File: config.mk
export PLATFORM = sky130hd
export DESIGN_NAME = wired_bus_resolver
export DESIGN_NICKNAME = d
export VERILOG_FILES = /design/src/rtl/wired_bus_pkg.sv /design/src/rtl/wired_bus_conflict_filter.sv /design/src/rtl/wired_bus_resolver.sv
export SDC_FILE = /design/constraint.sdc
export NUM_CORES = 1
export LEC_CHECK = 0
export CORE_AREA = 4 4 41 43
export DETAILED_ROUTE_END_ITERATION = 8
export DIE_AREA = 0 0 45 47
export DONT_BUFFER_PORTS = 1
export GPL_TIMING_DRIVEN = 1
export MAX_ROUTING_LAYER = met4
export PLACE_DENSITY = 0.37
export SLEW_MARGIN = 20
export SYNTH_ARGS = -nofsm -noshare
export SYNTH_HDL_FRONTEND = slang
export SYNTH_SLANG_ARGS = --single-unit
File: constraint.sdc
create_clock -name clk -period 0.8 [get_ports clk]
set_input_delay 0.12 -clock clk [delete_from_list [all_inputs] [get_ports clk]]
set_output_delay 0.12 -clock clk [all_outputs]
set_load 0.05 [all_outputs]
File: src/rtl/wired_bus_pkg.sv
// Shared types and helpers for the wired bus resolver.
// Holds the resolution mode enum, default sizes and the idle-bus value helper.
package wired_bus_pkg;

    typedef enum logic [1:0] {
        RES_WOR  = 2'd0,
        RES_WAND = 2'd1,
        RES_TRI  = 2'd2
    } res_mode_e;

    localparam int DEF_WIDTH  = 4;
    localparam int DEF_NDRV   = 3;
    localparam int DEF_FILTER = 2;
    localparam int DEF_CNT_W  = 8;

    // Value the bus settles to with no driver: all-ones for wired-AND,
    // zero otherwise. Only the low `width` bits are meaningful.
    function automatic logic [63:0] undriven_value(
        input res_mode_e mode,
        input int        width
    );
        logic [63:0] v;
        v = '0;
        if (mode == RES_WAND) begin
            for (int i = 0; i < 64; i++) begin
                if (i < width) v[i] = 1'b1;
            end
        end
        return v;
    endfunction

endpackage

File: src/rtl/wired_bus_conflict_filter.sv
// Contention filter and error bookkeeping for the wired bus resolver.
// Ports: clk, rst (sync, active-high), raw_conflict, drv_en, clr_err in;
//        conflict, err_sticky, err_count, err_mask out (all registered).
module wired_bus_conflict_filter
    import wired_bus_pkg::*;
#(
    parameter int FILTER = DEF_FILTER,
    parameter int CNT_W  = DEF_CNT_W,
    parameter int NDRV   = DEF_NDRV
) (
    input  logic             clk,
    input  logic             rst,
    input  logic             raw_conflict,
    input  logic [NDRV-1:0]  drv_en,
    input  logic             clr_err,
    output logic             conflict,
    output logic             err_sticky,
    output logic [CNT_W-1:0] err_count,
    output logic [NDRV-1:0]  err_mask
);

    localparam int RUN_W = $clog2(FILTER + 1);
    localparam logic [RUN_W-1:0] RUN_MAX = RUN_W'(FILTER);
    localparam logic [CNT_W-1:0] CNT_MAX = '1;

    logic [RUN_W-1:0] r_run;
    logic             r_conflict;
    logic             r_sticky;
    logic [CNT_W-1:0] r_count;
    logic [NDRV-1:0]  r_mask;

    logic [RUN_W-1:0] w_run_next;
    logic             w_conflict_next;
    logic             w_episode;
    logic [CNT_W-1:0] w_count_inc;

    always_comb begin
        w_run_next = '0;
        if (raw_conflict) begin
            w_run_next = (r_run == RUN_MAX) ? r_run : r_run + 1'b1;
        end
    end

    assign w_conflict_next = (w_run_next == RUN_MAX);
    assign w_episode       = w_conflict_next && !r_conflict;
    assign w_count_inc     = (r_count == CNT_MAX) ? r_count : r_count + 1'b1;

    always_ff @(posedge clk) begin
        if (rst) begin
            r_run      <= '0;
            r_conflict <= 1'b0;
            r_sticky   <= 1'b0;
            r_count    <= '0;
            r_mask     <= '0;
        end else begin
            r_run      <= w_run_next;
            r_conflict <= w_conflict_next;
            if (w_episode) begin
                // A clear on the same edge only zeroes the old tally.
                r_count  <= clr_err ? CNT_W'(1) : w_count_inc;
                r_sticky <= 1'b1;
                r_mask   <= drv_en;
            end else if (clr_err) begin
                r_count  <= '0;
                r_sticky <= 1'b0;
            end
        end
    end

    assign conflict   = r_conflict;
    assign err_sticky = r_sticky;
    assign err_count  = r_count;
    assign err_mask   = r_mask;

endmodule

File: src/rtl/wired_bus_resolver.sv
// Registered N-driver bus resolver: wired-OR, wired-AND or tri-state+keeper.
// Ports: clk, rst, drv_en, drv_data, clr_err in; bus_q, bus_valid, conflict,
//        err_sticky, err_count, err_mask out (all registered).
module wired_bus_resolver
    import wired_bus_pkg::*;
#(
    parameter int WIDTH  = DEF_WIDTH,
    parameter int NDRV   = DEF_NDRV,
    parameter int MODE   = 0,
    parameter int FILTER = DEF_FILTER,
    parameter int CNT_W  = DEF_CNT_W
) (
    input  logic                  clk,
    input  logic                  rst,
    input  logic [NDRV-1:0]       drv_en,
    input  logic [NDRV*WIDTH-1:0] drv_data,
    input  logic                  clr_err,
    output logic [WIDTH-1:0]      bus_q,
    output logic                  bus_valid,
    output logic                  conflict,
    output logic                  err_sticky,
    output logic [CNT_W-1:0]      err_count,
    output logic [NDRV-1:0]       err_mask
);

    localparam res_mode_e P_MODE = res_mode_e'(MODE);
    localparam logic [63:0] IDLE_VAL = undriven_value(P_MODE, WIDTH);
    localparam logic [WIDTH-1:0] RST_VAL = IDLE_VAL[WIDTH-1:0];

    logic [WIDTH-1:0] r_bus;
    logic             r_valid;

    logic [WIDTH-1:0] w_or;
    logic [WIDTH-1:0] w_and;
    logic [WIDTH-1:0] w_first;
    logic             w_seen;
    logic             w_diff;
    logic [WIDTH-1:0] w_bus_next;
    logic             w_raw;

    // Every enabled driver is compared with the first one found; any
    // mismatch means the drivers disagree.
    always_comb begin
        w_or    = '0;
        w_and   = '1;
        w_first = '0;
        w_seen  = 1'b0;
        w_diff  = 1'b0;
        for (int i = 0; i < NDRV; i++) begin
            if (drv_en[i]) begin
                w_or  = w_or | drv_data[i*WIDTH +: WIDTH];
                w_and = w_and & drv_data[i*WIDTH +: WIDTH];
                if (!w_seen) begin
                    w_first = drv_data[i*WIDTH +: WIDTH];
                    w_seen  = 1'b1;
                end else if (drv_data[i*WIDTH +: WIDTH] != w_first) begin
                    w_diff = 1'b1;
                end
            end
        end
    end

    always_comb begin
        w_bus_next = r_bus;
        w_raw      = 1'b0;
        case (P_MODE)
            RES_WOR:  w_bus_next = w_or;
            RES_WAND: w_bus_next = w_and;
            default: begin
                // Keeper: hold on no driver or on disagreement.
                if (w_seen && !w_diff) w_bus_next = w_first;
                w_raw = w_diff;
            end
        endcase
    end

    always_ff @(posedge clk) begin
        if (rst) begin
            r_bus   <= RST_VAL;
            r_valid <= 1'b0;
        end else begin
            r_bus   <= w_bus_next;
            r_valid <= |drv_en;
        end
    end

    assign bus_q     = r_bus;
    assign bus_valid = r_valid;

    wired_bus_conflict_filter #(
        .FILTER (FILTER),
        .CNT_W  (CNT_W),
        .NDRV   (NDRV)
    ) u_filter (
        .clk          (clk),
        .rst          (rst),
        .raw_conflict (w_raw),
        .drv_en       (drv_en),
        .clr_err      (clr_err),
        .conflict     (conflict),
        .err_sticky   (err_sticky),
        .err_count    (err_count),
        .err_mask     (err_mask)
    );

endmodule

Yosys cells after proc, flatten, opt, wreduce, memory -nomap -nowiden
Cells that the tools add are included.
- output and inout bits: 18
- logic and storage cells: 8
- register bits: 5
- reduce and logical (&&, ||, !) cells: 1
- bitwise logic cells: 2
- mux-type cells: 3
- operators by type and width (cell ; count):
    2-to-1 mux 4 bit ; 3
    OR 4 bit ; 2
    OR reduction 3 bit ; 1

Logic depth before layout (Yosys ltp)
Gate-level depths: netlist of run 1.
- depth after elaboration: 5
- depth in mapped cells: 2
- depth with buffers taken out: 2

Modules after synthesis
Synthesis of run 1 repeated with hierarchy kept, for this count alone.
- cell total of the unflattened synthesis: 91
- area, all modules: 850.8 um2
- modules (own cells, without submodules) (module ; cells an instance ; area each (um2) ; sequential area each (um2) ; instances):
    wired_bus_conflict_filter ; 75 ; 683.2 ; 300.3 ; 1
    wired_bus_resolver ; 16 ; 167.7 ; 100.1 ; 1

Worst setup path before layout of run 1
OpenSTA, ideal clock, no wires.
- path type: flip-flop to output port
- start point: register r_bus[0] (netlist: bus_q[0])
- end point: output port bus_q[0]
- cell stages (with the launch flop): 1
- path slack: 93 ps
- path buffers: 0
- data arrival time: 587 ps
- cell sequence: dfxtp_1
- RTL lines (item ; RTL line ; text):
    from (decl) ; wired_bus_resolver.sv:30 ; logic [WIDTH-1:0] r_bus;
    from (signal assigned) ; wired_bus_resolver.sv:82 ; r_bus <= w_bus_next;
    to (decl) ; wired_bus_resolver.sv:18 ; output logic [WIDTH-1:0] bus_q,
No word-level cell between the ends.

Worst setup path in the final report of run 1
- start point: register r_bus[3] (netlist: bus_q[3])
- end point: output port bus_q[3]
No word-level cell between the ends.

==> flow_metrics.tcl, run 1 <==
set metrics [dict create \
    gp_congestion 0.603 \
    crit_buf_inv 1 \
    wl_um 633 \
    clkSlewWorstSetupHoldPaths_ps 50 \
    p_leak_nw 0.169 \
    numPortBuffers 0 \
    post_layout_nonfiller_instances 53 \
    final.min_clock_period_ps 829 \
    dp_cells 48 \
    clkSinkCount 5 \
    syn2layout_area_growth_pct 41.0 \
    antenna_found_initial 0 \
    holdPathEnd "bus_valid" \
    die_w_um 45 \
    drt_iter0_markers 22 \
    drc 0 \
    yosys_warnings 0 \
    slowest_stage "dfxtp_2" \
    initial_core_util_pct 20.4 \
    cts_setup_buffers 0 \
    grt_pass1_wl_um 938 \
    io_pins 36 \
    num_rows 13 \
    synth_top_area_cell "dfxtp_1" \
    grt_max_degree 6 \
    via_per_inst 4.08 \
    post-route-period-util_pct 104 \
    p_seq_share_pct 32.5 \
    synth-main-ff-cell "dfxtp_1" \
    cp-start-kind "flop" \
    min-delay-start "drv_en[0]" \
    die_h_um 47 \
    finalWorstSetupSlack_ps -28.8 \
    synth-edff-count 0 \
    p_sw_share_pct 38.0 \
    internal_power_mw 0.549 \
    power_density_nw_per_um2 2370 \
    design_area_um2 374 \
    drv_slew 0 \
    clockBufferDepth 2 \
    htreeDepth 1 \
    max-cap-violations 0 \
    status "finished, violations left" \
    critPathKind "flop to output pin" \
    ys_top_cells_by_area "dfxtp_1 38%, buf_4 37%, a222oi_1 15%" \
    drt_pass1_iterations 5 \
    combPwrFrac_pct 34.6 \
    synth_most_common_cell "buf_4" \
    fillers 150 \
    synth_seq_cells 5 \
    total_power_mw 0.886 \
    nNetsFinal 57 \
    drive_above_1_share_pct 34.2 \
    max-vdd-ir-drop_mv 0.445 \
    core_area_um2 1300 \
    setup_viol 5 \
    placed_area_um2 332 \
    die-area_um2 2120 \
    tritoncts "built" \
    fmax_mhz 1210 \
    grt_pass1_vias 210 \
    cpPeakStageDelay_ps 340 \
    cp_data_required_time_ps 680 \
    crit_arrival_ps 710 \
    async_flop_share_pct 0 \
    wl_per_cell_um 11.9 \
    holdPathStages 2 \
    synthTopCellsByCount "13 x buf_4, 5 x dfxtp_1, 5 x nor2_1" \
    synth_area_um2 265 \
    tns_ps -108 \
    violations "negative setup slack" \
    netlist-cell-type-count 6 \
    insertedDiodeCount 0 \
    synth_seq_area_share_pct 37.7 \
    cts-root-buf "clkbuf_4" \
    power.switching_mw 0.337 \
    critPathMaxFanout 1 \
    cts_made_buffers 3 \
    syn-instance-count 29 \
    rsz0062_at_grt "true" \
    synth.top_cell.area_share_pct 37.7 \
    holdCritPathClass "input port to flop" \
    post_synth.cell_area_avg_um2 9.15 \
    crit_chain "buf_12" \
    p_clk_share_pct 33.0 \
    grtUsageTotal_pct 7.02 \
    vias 216 \
    cp-end-kind "output pin" \
    drtAntennaViolNets 0 \
    finalHoldViolations 0 \
    postLayoutCoreUtil_pct 28.7 \
    grt-ovfl-total 0 \
    crit_family "flip-flops" \
]
==> cell usage in the layout (no fill, tap or decap), drive strengths merged <==
cell type and instances:
a222oi 4, nor2 5, buf 5, dfxtp 5, conb 13, clkbuf 4
dlygate4sd3 1, nor3 1
==> flip-flops by register name, indices dropped and copies added (netlist names) <==
signal     count
bus_q          4
bus_valid      1
==> metal layers <==
| layer | global-route usage, % | share of wire [%] |
|---|---|---|
| met3 | 3.45 | 16 |
| met2 | 13.3 | 58 |
| met5 | - | 0 |
| met1 | 4.78 | 26 |
| met4 | 5.26 | 0 |
==> metrics by stage <==
stage,hold WS [ps],setup WS [ps]
floorplan,192,92.7
global placement,197,156
detailed placement,196,129
CTS,2.99,-35.3
global route,8.49,-53.6
finish,9.05,-28.8
==> timing repair <==
item / CTS / global route
cloned: 0 / 0
pin swaps: 0 / 0
hold buffers: 1 / 0
endpoints found under the hold margin: 5 / 0
setup endpoints to repair: 5 / 5
gates resized for setup: 5 / 0
==> power groups by stage <==
stage / clock network (mW) / registers [mW] / logic (mW)
2_1_floorplan: 0 / 0.344 / 0.204
3_3_place_gp: 0 / 0.288 / 0.298
3_5_place_dp: 0 / 0.288 / 0.298
4_1_cts: 0.300 / 0.288 / 0.305
5_1_grt: 0.331 / 0.289 / 0.317
6_report: 0.292 / 0.288 / 0.306
==> area by class of cell <==
cell class | count | area (um2) | area share, %
Tap cell | 15 | 18.8 | 5.02
Timing Repair Buffer | 6 | 110 | 29.4
Clock buffer | 4 | 26.3 | 7.02
Multi-Input combinational cell | 23 | 113 | 30.1
Sequential cell | 5 | 106 | 28.4
==> worst max-delay path by stage <==
stage                     slack [ps]  depth (start not counted)        to   startpoint
after floorplan                   90                          0  bus_q[0]     bus_q[0]
after global placement           160                          2  bus_q[2]    drv_en[2]
after detailed placement         130                          2  bus_q[1]  drv_data[5]
after CTS                        -40                          1  bus_q[2]     bus_q[2]
after global routing             -50                          1  bus_q[3]     bus_q[3]
final                            -30                          1  bus_q[3]     bus_q[3]
==> cells by family (layout without fill, tap and decap cells) <==
logic type / after synthesis / after routing / synth area share, %
DFF: 5 / 5 / 37.7
and+or+nand+nor: 6 / 6 / 8.96
AOI/OAI and AO/OA: 4 / 4 / 15.1
buffers and inverters: 13 / 10 / 36.8
other: 1 / 13 / 1.41
Note: power is estimated with default switching activity, not from simulation.
==> run 2: changes to the inputs <==
--- a/config.mk
+++ b/config.mk
@@ -5,13 +5,14 @@
 export SDC_FILE = /design/constraint.sdc
 export NUM_CORES = 1
 export LEC_CHECK = 0
+export ABC_AREA = 1
 export CORE_AREA = 4 4 41 43
 export DETAILED_ROUTE_END_ITERATION = 8
 export DIE_AREA = 0 0 45 47
 export DONT_BUFFER_PORTS = 1
 export GPL_TIMING_DRIVEN = 1
 export MAX_ROUTING_LAYER = met4
-export PLACE_DENSITY = 0.37
+export PLACE_DENSITY = 0.4
 export SLEW_MARGIN = 20
 export SYNTH_ARGS = -nofsm -noshare
 export SYNTH_HDL_FRONTEND = slang
==> constraint.sdc (replaced) <==
create_clock -name clk -period 1 [get_ports clk]
set_input_delay 0.15 -clock clk [delete_from_list [all_inputs] [get_ports clk]]
set_output_delay 0.15 -clock clk [all_outputs]
set_load 0.05 [all_outputs]
==> run 2 against run 1 <==
The run now ends clean; die area unchanged; wire length increased by 3.6%; global-route usage decreased by 0.26 points; hold slack improved by 33 ps; total power decreased by 26%; clock-buffer cell count unchanged; worst setup slack improved by 160 ps; largest cell class unchanged; critical path depth unchanged; synthesized area increased by 17%; synthesized cell count increased by 59%; flip-flop and latch count unchanged.
==> flow_metrics.tcl, run 2 <==
set metrics [dict create \
    grt_pass1_wl_um 917 \
    synth-xor-area-share_pct 0 \
    layout_commonest_cell "nand2_1" \
    crit_family "flip-flops" \
    design_area_um2 349 \
    drc 0 \
    pre_cts_ws_ps 374 \
    vias 241 \
    min-delay-start "drv_en[0]" \
    antenna_found_initial 0 \
    slowest_stage "dfxtp_1" \
    cp-start-kind "flop" \
    die_w_um 45 \
    synth_top_area_cell "dfxtp_1" \
    power_density_nw_per_um2 1890 \
    drt_iter0_markers 0 \
    status "finished, final reports clean" \
    syn-instance-count 46 \
    die-area_um2 2120 \
    num_rows 13 \
    drt_pass1_iterations 1 \
    crit_chain "buf_4" \
    cts_made_buffers 3 \
    dp_cells 65 \
    initial_core_util_pct 23.7 \
    total_power_mw 0.659 \
    drtAntennaViolNets 0 \
    crit_arrival_ps 720 \
    drive_above_1_share_pct 14.5 \
    tns_ps 0 \
    post_synth.cell_area_avg_um2 6.72 \
    critPathKind "flop to output pin" \
    synth_top_family_by_area "buffers and inverters" \
    io_pins 36 \
    max-cap-violations 0 \
    cts-root-buf "clkbuf_4" \
    dp_hpwl_um 560 \
    synthTopCellsByCount "16 x nand2_1, 13 x buf_4, 5 x dfxtp_1, 5 x inv_1, 4 x nand3_1" \
    max-vdd-ir-drop_mv 0.283 \
    crit_path_start "bus_q[0]" \
    post-route-period-util_pct 87.1 \
    core_area_um2 1300 \
    synth_most_common_cell "nand2_1" \
    clkSinkCount 5 \
    syn2layout_area_growth_pct 13.0 \
    htreeDepth 1 \
    post_layout_nonfiller_instances 70 \
    nNetsFinal 74 \
    synth_fa_ha_area_share_pct 0 \
    clockBufferDepth 2 \
    final.min_clock_period_ps 871 \
    largest_register_ffs 4 \
    whs_ps 42.5 \
    grt_pass1_vias 220 \
    numPortBuffers 0 \
    setup_viol 0 \
    synth_compound_area_share_pct 0 \
    rsz0062_at_grt "false" \
    tritoncts "built" \
    placed_area_um2 313 \
    cp_data_required_time_ps 850 \
    postLayoutCoreUtil_pct 26.8 \
    wl_per_cell_um 9.37 \
    drv_slew 0 \
    finalWorstSetupSlack_ps 129 \
    holdCritPathClass "input port to flop" \
    cts_setup_buffers 0 \
    grt-ovfl-total 0 \
    synth_seq_area_share_pct 32.4 \
    cpPeakStageDelay_ps 300 \
    async_flop_share_pct 0 \
    netlist-cell-type-count 8 \
    crit_buf_inv 1 \
    synth.top_cell.area_share_pct 32.4 \
    grtUsageTotal_pct 6.76 \
    synth_area_um2 309 \
    insertedDiodeCount 0 \
    yosys_warnings 0 \
    wl_um 656 \
    finalHoldViolations 0 \
    grt_max_degree 6 \
    cp-end-kind "output pin" \
    die_h_um 47 \
    yosys.area_share.simple_pct 28.7 \
    ys_top_cells_by_area "dfxtp_1 32%, buf_4 32%, nand2_1 19%" \
    critPathMaxFanout 1 \
    fmax_mhz 1150 \
    via_per_inst 3.44 \
    synth_seq_cells 5 \
    synth-main-ff-cell "dfxtp_1" \
    gp_congestion 0.556 \
    synth-edff-count 0 \
    muxShareOfSynthArea_pct 0 \
    p_leak_nw 0.214 \
    layout_common_cells "16 x nand2_1, 13 x conb_1, 5 x inv_1, 5 x dfxtp_1, 5 x buf_4" \
    clkSlewWorstSetupHoldPaths_ps 40 \
]
[run 2: cell count changes in the layout (fill, tap and decap cells not counted), sizes merged]
cell,delta
nand2,+16
inv,+5
a222oi,-4
nand3,+4
nor2,-4
[run 2: logic make-up after synthesis]
logic type    after synthesis
flops                       5
other cells                 1
buf+inv                    18
simple gates               22
[run 2: per-layer routing]
layer	GRT usage, %	routed length (um)	part of all wire (%)
met1	8.16	240	37
met2	9.04	297	45
met3	1.15	118	18
met4	7.02	0	0
met5	-	0	0
[run 2: final cells by class]
| cell class | instances | area (um2) |
|---|---|---|
| timing repair buffer | 6 | 47.5 |
| sequential | 5 | 100 |
| multi-input combinational | 35 | 138 |
| inverter | 5 | 18.8 |
| fill | 155 | 952 |
| tap | 15 | 18.8 |
| clock buffer | 4 | 26.3 |
[run 2: worst paths after layout]
check,slack [ps],cells past startpoint,endpoint
hold / removal,40,2,bus_valid
setup / recovery,130,1,bus_q[0]
[run 2: what timing repair did]
item,CTS,global route
hold buffers,1,0
endpoints found under the hold margin,1,0
resized for setup,0,0
[run 2: where the power goes]
part	switching (mW)	total, mW	leakage [nW]	internal [mW]
Combinational	0.182	0.218	0.157	0.0362
Clock	0.0727	0.223	0.0150	0.150
Sequential	0.00316	0.218	0.0419	0.215
Total	0.258	0.659	0.214	0.402
